--- src/rtl/muldiv_unit_if.sv ---
// Operand/result bundle between the register file, control unit and the
// multiply/divide unit.
interface muldiv_unit_if #(
    parameter int WIDTH = 32
);
    logic             Start;
    logic [1:0]       Op;
    logic [WIDTH-1:0] A;
    logic [WIDTH-1:0] B;
    logic             WrHi;
    logic             WrLo;
    logic             Busy;
    logic             Done;
    logic [WIDTH-1:0] HI;
    logic [WIDTH-1:0] LO;

    modport master (
        output Start, Op, A, B, WrHi, WrLo,
        input  Busy, Done, HI, LO
    );

    modport slave (
        input  Start, Op, A, B, WrHi, WrLo,
        output Busy, Done, HI, LO
    );
endinterface

--- src/rtl/muldiv_unit.sv ---
// Iterative MIPS multiply/divide unit: one shift-add or restoring shift-subtract
// step per cycle on magnitudes, sign fix-up on commit into HI/LO.
module muldiv_unit #(
    parameter int WIDTH = 32
) (
    input  logic         CLK,
    input  logic         RST,
    muldiv_unit_if.slave bus
);
    typedef enum logic [1:0] {IDLE, RUN, FIX} state_t;

    localparam logic [1:0] OP_MULT = 2'b00;
    localparam logic [1:0] OP_DIV  = 2'b10;

    state_t             state;
    logic [5:0]         cnt;
    logic               is_div;
    logic               neg_q;
    logic               neg_r;
    logic               div_zero;
    logic [WIDTH-1:0]   a_raw;
    logic [WIDTH-1:0]   opnd;
    logic [2*WIDTH-1:0] acc;
    logic [WIDTH-1:0]   hi_q;
    logic [WIDTH-1:0]   lo_q;
    logic               done_q;

    logic               signed_op;
    logic [WIDTH-1:0]   a_abs;
    logic [WIDTH-1:0]   b_abs;
    logic [WIDTH:0]     mul_sum;
    logic [WIDTH:0]     div_cand;
    logic [WIDTH:0]     div_diff;
    logic [2*WIDTH-1:0] step_acc;
    logic [2*WIDTH-1:0] prod_fix;
    logic [WIDTH-1:0]   quot_fix;
    logic [WIDTH-1:0]   rem_fix;

    assign bus.Busy = (state != IDLE);
    assign bus.Done = done_q;
    assign bus.HI   = hi_q;
    assign bus.LO   = lo_q;

    assign signed_op = (bus.Op == OP_MULT) || (bus.Op == OP_DIV);
    assign a_abs     = (signed_op && bus.A[WIDTH-1]) ? -bus.A : bus.A;
    assign b_abs     = (signed_op && bus.B[WIDTH-1]) ? -bus.B : bus.B;

    // Multiply keeps {partial product, remaining multiplier bits} in acc;
    // divide keeps {partial remainder, dividend bits becoming quotient bits}.
    always_comb begin
        // NOTE: default every always_comb output first so no path infers a latch.
        mul_sum  = {1'b0, acc[2*WIDTH-1:WIDTH]} + (acc[0] ? {1'b0, opnd} : '0);
        div_cand = {acc[2*WIDTH-1:WIDTH], acc[WIDTH-1]};
        div_diff = div_cand - {1'b0, opnd};
        step_acc = {mul_sum, acc[WIDTH-1:1]};
        if (is_div) begin
            if (!div_diff[WIDTH]) step_acc = {div_diff[WIDTH-1:0], acc[WIDTH-2:0], 1'b1};
            else                  step_acc = {div_cand[WIDTH-1:0], acc[WIDTH-2:0], 1'b0};
        end
    end

    // Negating the magnitude quotient also yields the 0x80000000 / -1 wrap.
    assign prod_fix = neg_q ? -acc : acc;
    assign quot_fix = neg_q ? -acc[WIDTH-1:0] : acc[WIDTH-1:0];
    assign rem_fix  = neg_r ? -acc[2*WIDTH-1:WIDTH] : acc[2*WIDTH-1:WIDTH];

    always_ff @(posedge CLK or negedge RST) begin
        if (!RST) begin
            state    <= IDLE;
            cnt      <= '0;
            is_div   <= 1'b0;
            neg_q    <= 1'b0;
            neg_r    <= 1'b0;
            div_zero <= 1'b0;
            a_raw    <= '0;
            opnd     <= '0;
            acc      <= '0;
            hi_q     <= '0;
            lo_q     <= '0;
            done_q   <= 1'b0;
        end else begin
            done_q <= 1'b0;
            case (state)
                IDLE: begin
                    if (bus.Start) begin
                        is_div   <= bus.Op[1];
                        neg_q    <= signed_op && (bus.A[WIDTH-1] ^ bus.B[WIDTH-1]);
                        neg_r    <= signed_op && bus.A[WIDTH-1];
                        div_zero <= bus.Op[1] && (bus.B == '0);
                        a_raw    <= bus.A;
                        cnt      <= '0;
                        if (bus.Op[1]) begin
                            acc  <= {{WIDTH{1'b0}}, a_abs};
                            opnd <= b_abs;
                        end else begin
                            acc  <= {{WIDTH{1'b0}}, b_abs};
                            opnd <= a_abs;
                        end
                        state <= RUN;
                    end else begin
                        if (bus.WrHi) hi_q <= bus.A;
                        if (bus.WrLo) lo_q <= bus.A;
                    end
                end
                RUN: begin
                    acc <= step_acc;
                    cnt <= cnt + 6'd1;
                    if (cnt == 6'(WIDTH - 1)) state <= FIX;
                end
                FIX: begin
                    if (!is_div) begin
                        hi_q <= prod_fix[2*WIDTH-1:WIDTH];
                        lo_q <= prod_fix[WIDTH-1:0];
                    end else if (div_zero) begin
                        hi_q <= a_raw;
                        lo_q <= '1;
                    end else begin
                        hi_q <= rem_fix;
                        lo_q <= quot_fix;
                    end
                    done_q <= 1'b1;
                    state  <= IDLE;
                end
                default: state <= IDLE;
            endcase
        end
    end
endmodule

--- src/flat_wrapper.sv ---
// flat-port wrapper written by rule: the top's interface ports become plain ports
module muldiv_unit_flat 
#(
    parameter int WIDTH = 32
)
  (CLK, RST, bus_Start, bus_Op, bus_A, bus_B, bus_WrHi, bus_WrLo, bus_Busy, bus_Done, bus_HI, bus_LO);
  muldiv_unit_if #(.WIDTH(WIDTH)) bus_i ();
  input  logic CLK;
  input  logic RST;
  input wire logic [$bits(bus_i.Start)-1:0] bus_Start;
  input wire logic [$bits(bus_i.Op)-1:0] bus_Op;
  input wire logic [$bits(bus_i.A)-1:0] bus_A;
  input wire logic [$bits(bus_i.B)-1:0] bus_B;
  input wire logic [$bits(bus_i.WrHi)-1:0] bus_WrHi;
  input wire logic [$bits(bus_i.WrLo)-1:0] bus_WrLo;
  output wire logic [$bits(bus_i.Busy)-1:0] bus_Busy;
  output wire logic [$bits(bus_i.Done)-1:0] bus_Done;
  output wire logic [$bits(bus_i.HI)-1:0] bus_HI;
  output wire logic [$bits(bus_i.LO)-1:0] bus_LO;
  assign bus_i.Start = bus_Start;
  assign bus_i.Op = bus_Op;
  assign bus_i.A = bus_A;
  assign bus_i.B = bus_B;
  assign bus_i.WrHi = bus_WrHi;
  assign bus_i.WrLo = bus_WrLo;
  assign bus_Busy = bus_i.Busy;
  assign bus_Done = bus_i.Done;
  assign bus_HI = bus_i.HI;
  assign bus_LO = bus_i.LO;
  muldiv_unit #(.WIDTH(WIDTH)) u_core (.CLK(CLK), .RST(RST), .bus(bus_i));
endmodule
--- config.mk ---
export PLATFORM = sky130hd
export DESIGN_NAME = muldiv_unit_flat
export DESIGN_NICKNAME = d
export VERILOG_FILES = /design/src/rtl/muldiv_unit_if.sv /design/src/rtl/muldiv_unit.sv /design/src/flat_wrapper.sv
export SDC_FILE = /design/constraint.sdc
export NUM_CORES = 1
export LEC_CHECK = 0
export ABC_AREA = 0
export BUFFER_PORTS_ARGS = -buffer_cell sky130_fd_sc_hd__clkbuf_2
export CAP_MARGIN = 20
export CORE_ASPECT_RATIO = 0.8
export CORE_MARGIN = 4
export CORE_UTILIZATION = 50
export DETAILED_ROUTE_END_ITERATION = 10
export HOLD_SLACK_MARGIN = 0.08
export PLACE_DENSITY = 0.68
export SLEW_MARGIN = 15
export SYNTH_ARGS = -nofsm -noshare
export SYNTH_HDL_FRONTEND = slang
export SYNTH_SLANG_ARGS = --single-unit
export TNS_END_PERCENT = 5
--- constraint.sdc ---
create_clock -name CLK -period 5.3 [get_ports CLK]
set_clock_uncertainty 0.2 [all_clocks]
set_input_delay 0 -clock CLK [delete_from_list [all_inputs] [get_ports CLK]]
set_output_delay 0 -clock CLK [all_outputs]
set_load 0.02 [all_outputs]
==> out/metrics.yaml <==
synthesis:
  synth.net_count: 2319
  synthesis.area_um2: 17200
  synth_edf_count: 0
  synth-async-reset-ratio: 1.00
  syn_inst: 2177
  yosysTopAreaCell: "dfrtp_1"
  ys_seq_elements: 205
  yosysUniqueCellTypes: 79
  avgSynthCellArea_um2: 7.90
  yosys-top-cells-area: "dfrtp_1 30%, o21ai_0 6.4%, nand2_1 6.2%"
  yosys_warnings: 0
  yosysTopAreaCellShare: 0.298
  yosysMostFrequentCell: "nand2_1"
  ys_seq_area_frac: 0.298
  ys.flop_type: "dfrtp_1"
  synth_commonest_cells: "286 x nand2_1, 221 x o21ai_0, 205 x dfrtp_1"
floorplanning:
  coreArea_um2: 33800
  start_util: 0.509
  die_h_um: 174
  die_w_um: 215
  die_area_um2: 37400
  rows: 60
  num_io_pins: 137
grt:
  grt_usage: 0.347
  grt_max_degree: 142
  first_global_vias: 16347
  grt.overflow.total: 0
  antenna_found_initial: 1
  grt_first_pass_wirelength_mm: 102
placement:
  io_buffers: 136
  hpwl_mm: 50.2
  gp_congestion: 0.998
worst_setup_path:
  crit_family: "buffers and inverters"
  timing.rr.end: "u_core.acc[53]"
  cpMaxStageDelayCell: "dlygate4sd3_1"
  cp.arrival_ps: 4700
  endpoint: "u_core.opnd[30]"
  crit_cells: 14
  critPathLaunch: "bus_B[0]"
  critical_path.cell_chain: "dlygate4sd3_1, clkbuf_2, inv_1, ha_1, nand3b_1, or3_1, nor3b_1, nand2_1, o31ai_1, xnor2_1, dlygate4sd3_1, nand2_1, dlygate4sd3_1, a22oi_1"
  r2r-start: "u_core.acc[0]"
  cp-start-kind: "primary input"
  critPathMaxStageDelay_ps: 660
  worstSetupPathType: "in -> reg"
  crit_buf_inv: 5
  cp.required_ps: 5530
  worstPathMaxFanout: 6
  crit_path_frequent_cell: "dlygate4sd3_1"
  reg2reg_depth: 12
  r2r_slack_ps: 1000
  cp-end-kind: "flop"
clocking:
  cts_tree: "yes"
  post_cts_buffers: 0
  cts_resized: 0
  htree_levels: 1
  clkLatencyLatePin_ps: 540
  clkSinkCount: 205
  clk_pin_slew_ps: 60
  cts_hold_buf: 88
  cts_root_buffer: "clkbuf_16"
  cts_buffers: 24
  clockBufferDepth: 3
sta:
  tns_ps: 0
  worst_pin_slew_ps: 1100
  setup_viol: 0
  final.period_utilization: 0.843
  drv_slew: 0
  fmax_ghz: 0.224
  slew_headroom: 0.263
  rsz0062_at_grt: "false"
  hold_violations: 0
  period_needed_ps: 4470
routing:
  num_vias: 17659
  vias_per_cell: 6.44
  totalWireLength_mm: 67.5
  drtIter0Drc: 2149
  first_pass_iters: 6
  routedWlPerCell_um: 24.6
  ant_nets: 0
  drc: 0
finish:
  diodes: 0
  area_growth_pct: 14.9
  fin_nets: 2431
  drive_above_1_share: 0.107
  final_util: 0.585
pwr:
  p_total_uw: 14000
  power_density_nw_per_um2: 710
  power.leakage_uw: 0.00861
  ir_drop_v: 0.000455
job:
  drv_cap: 0
worst_hold_path:
  hold_class: "in -> reg"
outcome:
  outcome: "completed"
[layout by cell type, fill, tap and decap left out, types with 25 or more instances in the layout]
master         instances
nor2b_1               28
mux2i_1              103
xnor2_1              105
ha_1                  69
nand2b_1              29
a21oi_1              161
a21o_1                25
o21ai_0              221
nand2_1              285
dfrtp_1              204
clkbuf_16             25
nand3_1               27
buf_4                 31
nor2_1               163
nor3_1                39
xor2_1                96
inv_1                 62
o31ai_1               30
dlygate4sd3_1         87
clkbuf_2             135
a211oi_1              31
[routing by layer]
metal / vias up / global-route usage / share of wire
met3: 120 / 0.121 / 0.13
li1: 8011 / - / -
met4: 2 / 0.0821 / 0.029
met1: 8509 / 0.524 / 0.45
met2: 1017 / 0.471 / 0.39
met5: - / 0 / 0.00018
[sequential cells by signal, summed over array words and instances (netlist names)]
| register | count |
|---|---|
| u_core.acc | 64 |
| u_core.a_raw | 32 |
| u_core.bus.HI | 32 |
| u_core.bus.LO | 32 |
| u_core.opnd | 32 |
| u_core.cnt | 6 |
| u_core.state | 2 |
| u_core.bus.Done | 1 |
| u_core.div_zero | 1 |
| u_core.is_div | 1 |
| u_core.neg_q | 1 |
| u_core.neg_r | 1 |
[worst reg2reg max path, delay by kind of cell (launching register included)]
| kind | cells | cell delay (ps) |
|---|---|---|
| AO/OA/AOI/OAI | 7 | 1950 |
| XOR/XNOR | 1 | 170 |
| adder cells (fa/ha/maj) | 1 | 390 |
| buffers and inverters | 1 | 570 |
| flip-flops | 1 | 440 |
| AND/OR/NAND/NOR | 2 | 440 |
[layout make-up]
class | count | area (µm²)
inverters | 63 | 236
repair buffers | 256 | 1840
clock buffers | 31 | 658
clock inverters | 12 | 151
fillers | 3089 | 14000
multi-input cells | 1739 | 11200
well taps | 434 | 543
flip-flops and latches | 205 | 5130
[how the worst min path moves through the flow]
stage | startpoint | end | slack (ps) | cells past startpoint
global placement | RST | u_core.a_raw[28] | -180 | 1
detailed placement | RST | u_core.a_raw[23] | -180 | 1
CTS | bus_WrHi | u_core.bus.HI[10] | 80 | 4
floorplan | RST | u_core.a_raw[0] | -500 | 0
global route | bus_WrHi | u_core.bus.HI[30] | 130 | 4
finish | bus_WrHi | u_core.bus.HI[10] | 90 | 4
[power breakdown]
group | switching (µW) | internal [µW] | total, µW
Combinational | 5480 | 3440 | 8920
Sequential | 1050 | 2320 | 3370
Clock | 714 | 1020 | 1740
[kinds of logic after synthesis]
family,count (synthesis),share of synthesized area
XOR/XNOR,202,0.103
buffers and inverters,233,0.0522
adder cells (fa/ha/maj),71,0.0525
AO/OA/AOI/OAI,664,0.240
flip-flops,205,0.298
AND/OR/NAND/NOR,693,0.190
multiplexers,109,0.0639
[per-stage QoR]
| stage | cells | hold slack (ps) | instance area (µm²) | worst slack, ps |
|---|---|---|---|---|
| CTS | 2739 | 80.1 | 19800 | 947 |
| global route | 2740 | 126 | 19800 | 579 |
| finish | 2740 | 94.3 | 19800 | 832 |
| floorplan | 2177 | -496 | 17200 | 1890 |
| global placement | 2608 | -177 | 18000 | 1150 |
| detailed placement | 2608 | -181 | 18000 | 1130 |
No activity file was read; power rests on OpenSTA's default activity.
